===== src/rtl/dds_pkg.sv =====
// Shared definitions for the DDS core and its receive-side monitor blocks.
package dds_pkg;
    localparam int          PHASE_W  = 32;
    localparam logic [15:0] MIDSCALE = 16'h8000;

    typedef enum logic [2:0] {
        IDLE,
        ARM,
        MEASURE,
        DIVIDE,
        DONE
    } state_t;
endpackage


===== src/rtl/dds_seq_divider.sv =====
// Generic restoring divider: one quotient bit per clock, DVD_W clocks after start.
module dds_seq_divider #(
    parameter int DVD_W = 35,
    parameter int DVS_W = 24
) (
    input  logic             clk,
    input  logic             rst_n,
    input  logic             start,
    input  logic [DVD_W-1:0] dividend,
    input  logic [DVS_W-1:0] divisor,
    output logic             done,
    output logic [DVD_W-1:0] quotient
);
    localparam int STEP_W = $clog2(DVD_W + 1);

    logic [STEP_W-1:0] steps;
    logic [DVS_W-1:0]  rem;
    logic [DVS_W-1:0]  dvs;
    logic [DVS_W:0]    trial;
    logic [DVS_W:0]    diff;
    logic              fits;

    // quotient doubles as the dividend shift register: dividend bits leave
    // the top while quotient bits enter the bottom.
    assign trial = {rem, quotient[DVD_W-1]};
    assign diff  = trial - {1'b0, dvs};
    assign fits  = (trial >= {1'b0, dvs});

    always_ff @(posedge clk or negedge rst_n) begin
        if (!rst_n) begin
            steps <= '0;
            done  <= 1'b0;
        end else begin
            done <= 1'b0;
            if (start) begin
                steps <= STEP_W'(DVD_W);
            end else if (steps != '0) begin
                steps <= steps - 1'b1;
                if (steps == STEP_W'(1)) begin
                    done <= 1'b1;
                end
            end
        end
    end

    always_ff @(posedge clk) begin
        if (start) begin
            quotient <= dividend;
            dvs      <= divisor;
            rem      <= '0;
        end else if (steps != '0) begin
            rem      <= fits ? diff[DVS_W-1:0] : trial[DVS_W-1:0];
            quotient <= {quotient[DVD_W-2:0], fits};
        end
    end
endmodule


===== src/rtl/dds_freq_estimator.sv =====
// Recovers the DDS tuning word from a sampled sine: counts samples over
// N_CYCLES hysteretic midscale crossings, then divides N_CYCLES*2^32 by that count.
module dds_freq_estimator
    import dds_pkg::*;
#(
    parameter int          N_CYCLES = 4,
    parameter int          CNT_W    = 24,
    parameter logic [15:0] HYST     = 16'h0400
) (
    input  logic                clk,
    input  logic                rst_n,
    input  logic                enable,
    input  logic [15:0]         sample_in,
    input  logic                sample_valid,
    output logic [PHASE_W-1:0]  freq_word_out,
    output logic                result_valid,
    output logic                busy,
    output logic                no_signal
);
    localparam int                CYC_W     = $clog2(N_CYCLES + 1);
    localparam int                DVD_W     = PHASE_W + CYC_W;
    localparam logic [15:0]       ARM_LEVEL = MIDSCALE - HYST;
    localparam logic [CNT_W-1:0]  CNT_MAX   = '1;
    localparam logic [DVD_W-1:0]  DIVIDEND  = {CYC_W'(N_CYCLES), {PHASE_W{1'b0}}};

    state_t             state, state_nx;
    logic [CNT_W-1:0]   counter, counter_nx, counter_inc;
    logic [CYC_W-1:0]   cyc, cyc_nx, cyc_inc;
    logic               armed, armed_nx;
    logic [PHASE_W-1:0] freq_nx;
    logic               valid_nx, nosig_nx, busy_nx;
    logic               below, crossing;
    logic               div_start, div_done, saturated;
    logic [DVD_W-1:0]   quotient;

    assign below       = (sample_in < ARM_LEVEL);
    assign crossing    = armed && (sample_in >= MIDSCALE);
    assign counter_inc = counter + 1'b1;
    assign cyc_inc     = cyc + 1'b1;
    assign saturated   = |quotient[DVD_W-1:PHASE_W];

    // Divisor is the count including the final crossing sample, so never zero.
    dds_seq_divider #(
        .DVD_W (DVD_W),
        .DVS_W (CNT_W)
    ) u_div (
        .clk      (clk),
        .rst_n    (rst_n),
        .start    (div_start),
        .dividend (DIVIDEND),
        .divisor  (counter_inc),
        .done     (div_done),
        .quotient (quotient)
    );

    always_comb begin
        state_nx   = state;
        counter_nx = counter;
        cyc_nx     = cyc;
        armed_nx   = armed;
        freq_nx    = freq_word_out;
        valid_nx   = 1'b0;
        nosig_nx   = no_signal;
        div_start  = 1'b0;
        if (!enable) begin
            state_nx = IDLE;
        end else begin
            case (state)
                IDLE: begin
                    state_nx   = ARM;
                    counter_nx = '0;
                    armed_nx   = 1'b0;
                end
                ARM, MEASURE: begin
                    if (sample_valid) begin
                        if (crossing) begin
                            armed_nx = 1'b0;
                        end else if (below) begin
                            armed_nx = 1'b1;
                        end
                        // Timeout takes precedence over any crossing on the same sample.
                        if (counter == CNT_MAX) begin
                            nosig_nx   = 1'b1;
                            state_nx   = ARM;
                            counter_nx = '0;
                        end else if (state == ARM) begin
                            if (crossing) begin
                                state_nx   = MEASURE;
                                counter_nx = '0;
                                cyc_nx     = '0;
                            end else begin
                                counter_nx = counter_inc;
                            end
                        end else begin
                            counter_nx = counter_inc;
                            if (crossing) begin
                                cyc_nx = cyc_inc;
                                if (cyc_inc == CYC_W'(N_CYCLES)) begin
                                    state_nx  = DIVIDE;
                                    div_start = 1'b1;
                                end
                            end
                        end
                    end
                end
                DIVIDE: begin
                    if (div_done) begin
                        state_nx = DONE;
                    end
                end
                DONE: begin
                    freq_nx    = saturated ? '1 : quotient[PHASE_W-1:0];
                    valid_nx   = 1'b1;
                    nosig_nx   = 1'b0;
                    state_nx   = ARM;
                    counter_nx = '0;
                    armed_nx   = 1'b0;
                end
                default: state_nx = IDLE;
            endcase
        end
        busy_nx = (state_nx == MEASURE) || (state_nx == DIVIDE);
    end

    always_ff @(posedge clk or negedge rst_n) begin
        if (!rst_n) begin
            state         <= IDLE;
            counter       <= '0;
            cyc           <= '0;
            armed         <= 1'b0;
            freq_word_out <= '0;
            result_valid  <= 1'b0;
            busy          <= 1'b0;
            no_signal     <= 1'b0;
        end else begin
            state         <= state_nx;
            counter       <= counter_nx;
            cyc           <= cyc_nx;
            armed         <= armed_nx;
            freq_word_out <= freq_nx;
            result_valid  <= valid_nx;
            busy          <= busy_nx;
            no_signal     <= nosig_nx;
        end
    end
endmodule

===== config.mk =====
export PLATFORM = sky130hd
export DESIGN_NAME = dds_freq_estimator
export DESIGN_NICKNAME = d
export VERILOG_FILES = /design/src/rtl/dds_pkg.sv /design/src/rtl/dds_seq_divider.sv /design/src/rtl/dds_freq_estimator.sv
export SDC_FILE = /design/constraint.sdc
export NUM_CORES = 1
export LEC_CHECK = 0
export ABC_AREA = 0
export CORE_UTILIZATION = 35
export CTS_CLUSTER_SIZE = 24
export DETAILED_ROUTE_END_ITERATION = 8
export DONT_BUFFER_PORTS = 1
export HOLD_SLACK_MARGIN = 0.02
export PLACE_DENSITY = 0.56
export SLEW_MARGIN = 20
export SYNTH_ARGS = -nofsm -noshare
export SYNTH_HDL_FRONTEND = slang
export SYNTH_SLANG_ARGS = --single-unit

===== constraint.sdc =====
create_clock -name clk -period 2.47 [get_ports clk]
set_clock_uncertainty 0.1 [all_clocks]
set_input_delay 0.1235 -clock clk [delete_from_list [all_inputs] [get_ports clk]]
set_output_delay 0.1235 -clock clk [all_outputs]
set_load 0.01 [all_outputs]

==> key figures <==
Status
  – Status: finished with violations
  – Violated checks: setup timing

Timing
  – Final setup margin: -0.115 ns
  – Slew Viols, Final: 0
  – Slew @ Worst Pin: 0.689 ns
  – Fin crit period: 2.58 ns
  – RSZ-0062 raised after global routing: yes
  – Worst hold slack: 0.0203 ns
  – Period utilisation layout: 1.05
  – FMAX: 387 MHz
  – Final Hold Vio Count: 0
  – Rel. slew slack: 0.540
  – TNS Setup: -0.667 ns
  – Final setup fails: 19

Floorplanning
  – Initial Util: 0.359
  – Die extent in x: 152 um
  – Top-Level Pins: 55
  – Die ar.: 23000 um^2
  – Die Span Y: 152 um
  – Core area: 21900 um^2
  – Row Count: 54

Synth
  – Synth Warn #: 0
  – Area leader, netlist: dfrtp_1
  – Top FF cell, synth: dfrtp_1
  – Net count after synthesis: 895
  – Syn avg cell area: 9.30 um^2
  – Synthesized area: 7850 um^2
  – Netlist cell types: 60
  – Post-synth EDFFs: 24
  – Synth area leaders: dfrtp_1, dfxtp_1, edfxtp_1
  – Gate Count Post-Synth: 844
  – Share of the synthesized area in the top cell type: 0.233
  – Async SR Flop Fraction: 0.468
  – Yosys reg bits: 156
  – Register area share after synthesis: 0.475

Min path
  – Hold Path Class: in -> reg

Global route
  – Antenna violations before repair: 0
  – Global-route wire length before repair: 30600 um
  – GR Overflow Total: 0
  – Largest net degree at the start of global routing: 74
  – Via count of the first global-routing pass: 5933
  – Gr usage total: 0.169

Layout
  – Layout fillers: 2133
  – Multi-input logic area: 4180 um^2
  – # nets final: 988
  – Leading cell type in the layout, fill and taps excluded: nand2_1
  – Fin area: 10100 um^2
  – Register area: 3730 um^2
  – Synthesis-to-finish area growth: 28.0%
  – Final cell count without fillers: 1230
  – Antenna cells: 0
  – Commonest cells after routing, fill and taps aside: nand2_1, buf_4, dfrtp_1, a21oi_1, dfxtp_1
  – Final Util: 0.459
  – Layout cells sized above 1: 0.240

Placement
  – Area post-placement: 8860 um^2
  – Dpl hpwl: 12500 um
  – Buffers on Ports: 0
  – Setup WS pre-CTS: -0.233 ns
  – Global placement routability congestion: 0.832
  – Dpl cells: 1183

Clock tree
  – Clock transition at path regs: 0.08 ns
  – CTS tree: built
  – CTS root buf: clkbuf_16
  – Worst-skew pair later-pin latency: 0.43 ns
  – Total CTS buffers: 17
  – CTS sink cnt: 156
  – Htree depth: 4
  – Longest Clk Path Bufs: 2

Power and ir drop
  – Power Density: 1240 nW/um^2
  – Leakage: 4.40 nW
  – Max rail drop VDD: 0.578 mV
  – Final Power: 12.5 mW

Worst setup path
  – CP bufs+invs: 2
  – Critical Path AT: 2.85 ns
  – CP max stage delay: 0.35 ns
  – CP cell instances: inv_2 > ha_4 > nand4_1 > nor4_2 > and3_4 > nor4_4 > o21ai_2 > a21oi_4 > buf_6 > a2111o_1 > a21oi_1
  – Critical Path Fanout Max: 7
  – Worst path required time: 2.74 ns
  – CP Capture Type: register
  – Setup CP Type: reg -> reg
  – Startpoint types: register
  – Slowest library cell on the worst path: edfxtp_1
  – Cell family with most CP delay: compound AO/OA/AOI/OAI gates

Detailed routing
  – Drt initial violations: 292
  – Via Count: 6355
  – Via/cell ratio: 5.17
  – Drt wl/cell: 15.4 um
  – Post-route DRC: 0
  – Drt pass-1 iters: 5
  – Post-Route WL: 19000 um
  – DRT antenna net count: 0

Flow run
  – Maxcap violations: 0
## registers in the layout (all words and copies together) (netlist names)
| register | count |
|---|---|
| busy | 1 |
| no_signal | 1 |
| u_div.steps | 6 |
| u_div.dvs | 24 |
| u_div.done | 1 |
| freq_word_out | 32 |
| u_div.quotient | 35 |
| counter | 24 |
| armed | 1 |
| cyc | 3 |
| u_div.rem | 24 |
| result_valid | 1 |
| state | 3 |
## worst reg2reg max path, stage by stage, from the launching register on
cell,delay [ns]
edfxtp_1,0.35
inv_2,0.05
ha_4,0.28
nand4_1,0.18
nor4_2,0.31
and3_4,0.24
nor4_4,0.05
o21ai_2,0.24
a21oi_4,0.11
buf_6,0.16
a2111o_1,0.34
a21oi_1,0.13
## cell type report
type                            count  share of cell area
Clock buffer                       17              0.0423
Clock inverter                     15              0.0187
Inverter                           33              0.0123
Multi-Input combinational cell    606               0.416
Sequential cell                   156               0.371
Tap cell                          280              0.0348
Timing Repair Buffer              123               0.105
## metal layers
layer	vias to the layer above	part of all wire	global-route usage
met2	90	0.47	0.263
met1	3048	0.49	0.238
met4	0	0.013	0.0480
li1	3199	-	-
met5	-	0	0
met3	18	0.029	0.0305
## kinds of logic after synthesis
family | count (synthesis) | synth area share
buffers and inverters | 82 | 0.0465
xor gates and xnor gates | 46 | 0.0513
adders and majority gates | 31 | 0.0504
DFF | 156 | 0.475
muxes | 7 | 0.00892
AOI/OAI and AO/OA | 228 | 0.193
and+or+nand+nor | 294 | 0.175
## synth_stat cells, types with 12 or more instances
cell type and count:
dfrtp_1 73, nand4_1 12, nand3_1 23, dfxtp_1 59, nor3_1 13, a211oi_1 12
inv_1 32, xor2_1 24, a21o_1 16, a21oi_1 69, nor2_1 53, and3_1 15
o22a_1 33, edfxtp_1 24, clkbuf_1 27, o21ai_0 42, nand2_1 133, xnor2_1 22
ha_1 30
## power breakdown
part           internal, mW  switching (mW)
Combinational          3.08            2.83
Clock                  1.47            1.29
Sequential             3.27           0.529
Total                  7.82            4.65
## path summary, 6_finish.rpt
| kind | slack [ns] | cells after the start | start | endpoint |
|---|---|---|---|---|
| worst min-delay path | 0.02 | 4 | sample_valid | state[1]$_DFF_PN0_ |
| min in group asynchronous | 0.13 | 2 | rst_n | freq_word_out[10]$_DFFE_PN0P_ |
| worst max-delay path | -0.11 | 11 | u_div.dvs[6]$_DFFE_PP_ | u_div.rem[21]$_SDFFE_PP0P_ |
| max in group asynchronous | 1.80 | 2 | rst_n | counter[11]$_DFFE_PN0P_ |
| worst max register to register | -0.11 | 11 | u_div.dvs[6]$_DFFE_PP_ | u_div.rem[21]$_SDFFE_PP0P_ |
| worst min register to register | 0.37 | 2 | u_div.quotient[8]$_SDFFE_PP0P_ | u_div.quotient[8]$_SDFFE_PP0P_ |
## timing repair
| action | in CTS | in global routing |
|---|---|---|
| resized for setup | 35 | 50 |
| endpoints found under the hold margin | 93 | 0 |
| hold buffers | 7 | 0 |
| buffers inserted | 5 | 2 |
| setup endpoints to repair | 24 | 62 |
| pin swaps | 24 | 13 |
| gates cloned | 0 | 1 |
Note: power is estimated with default switching activity, not from simulation.
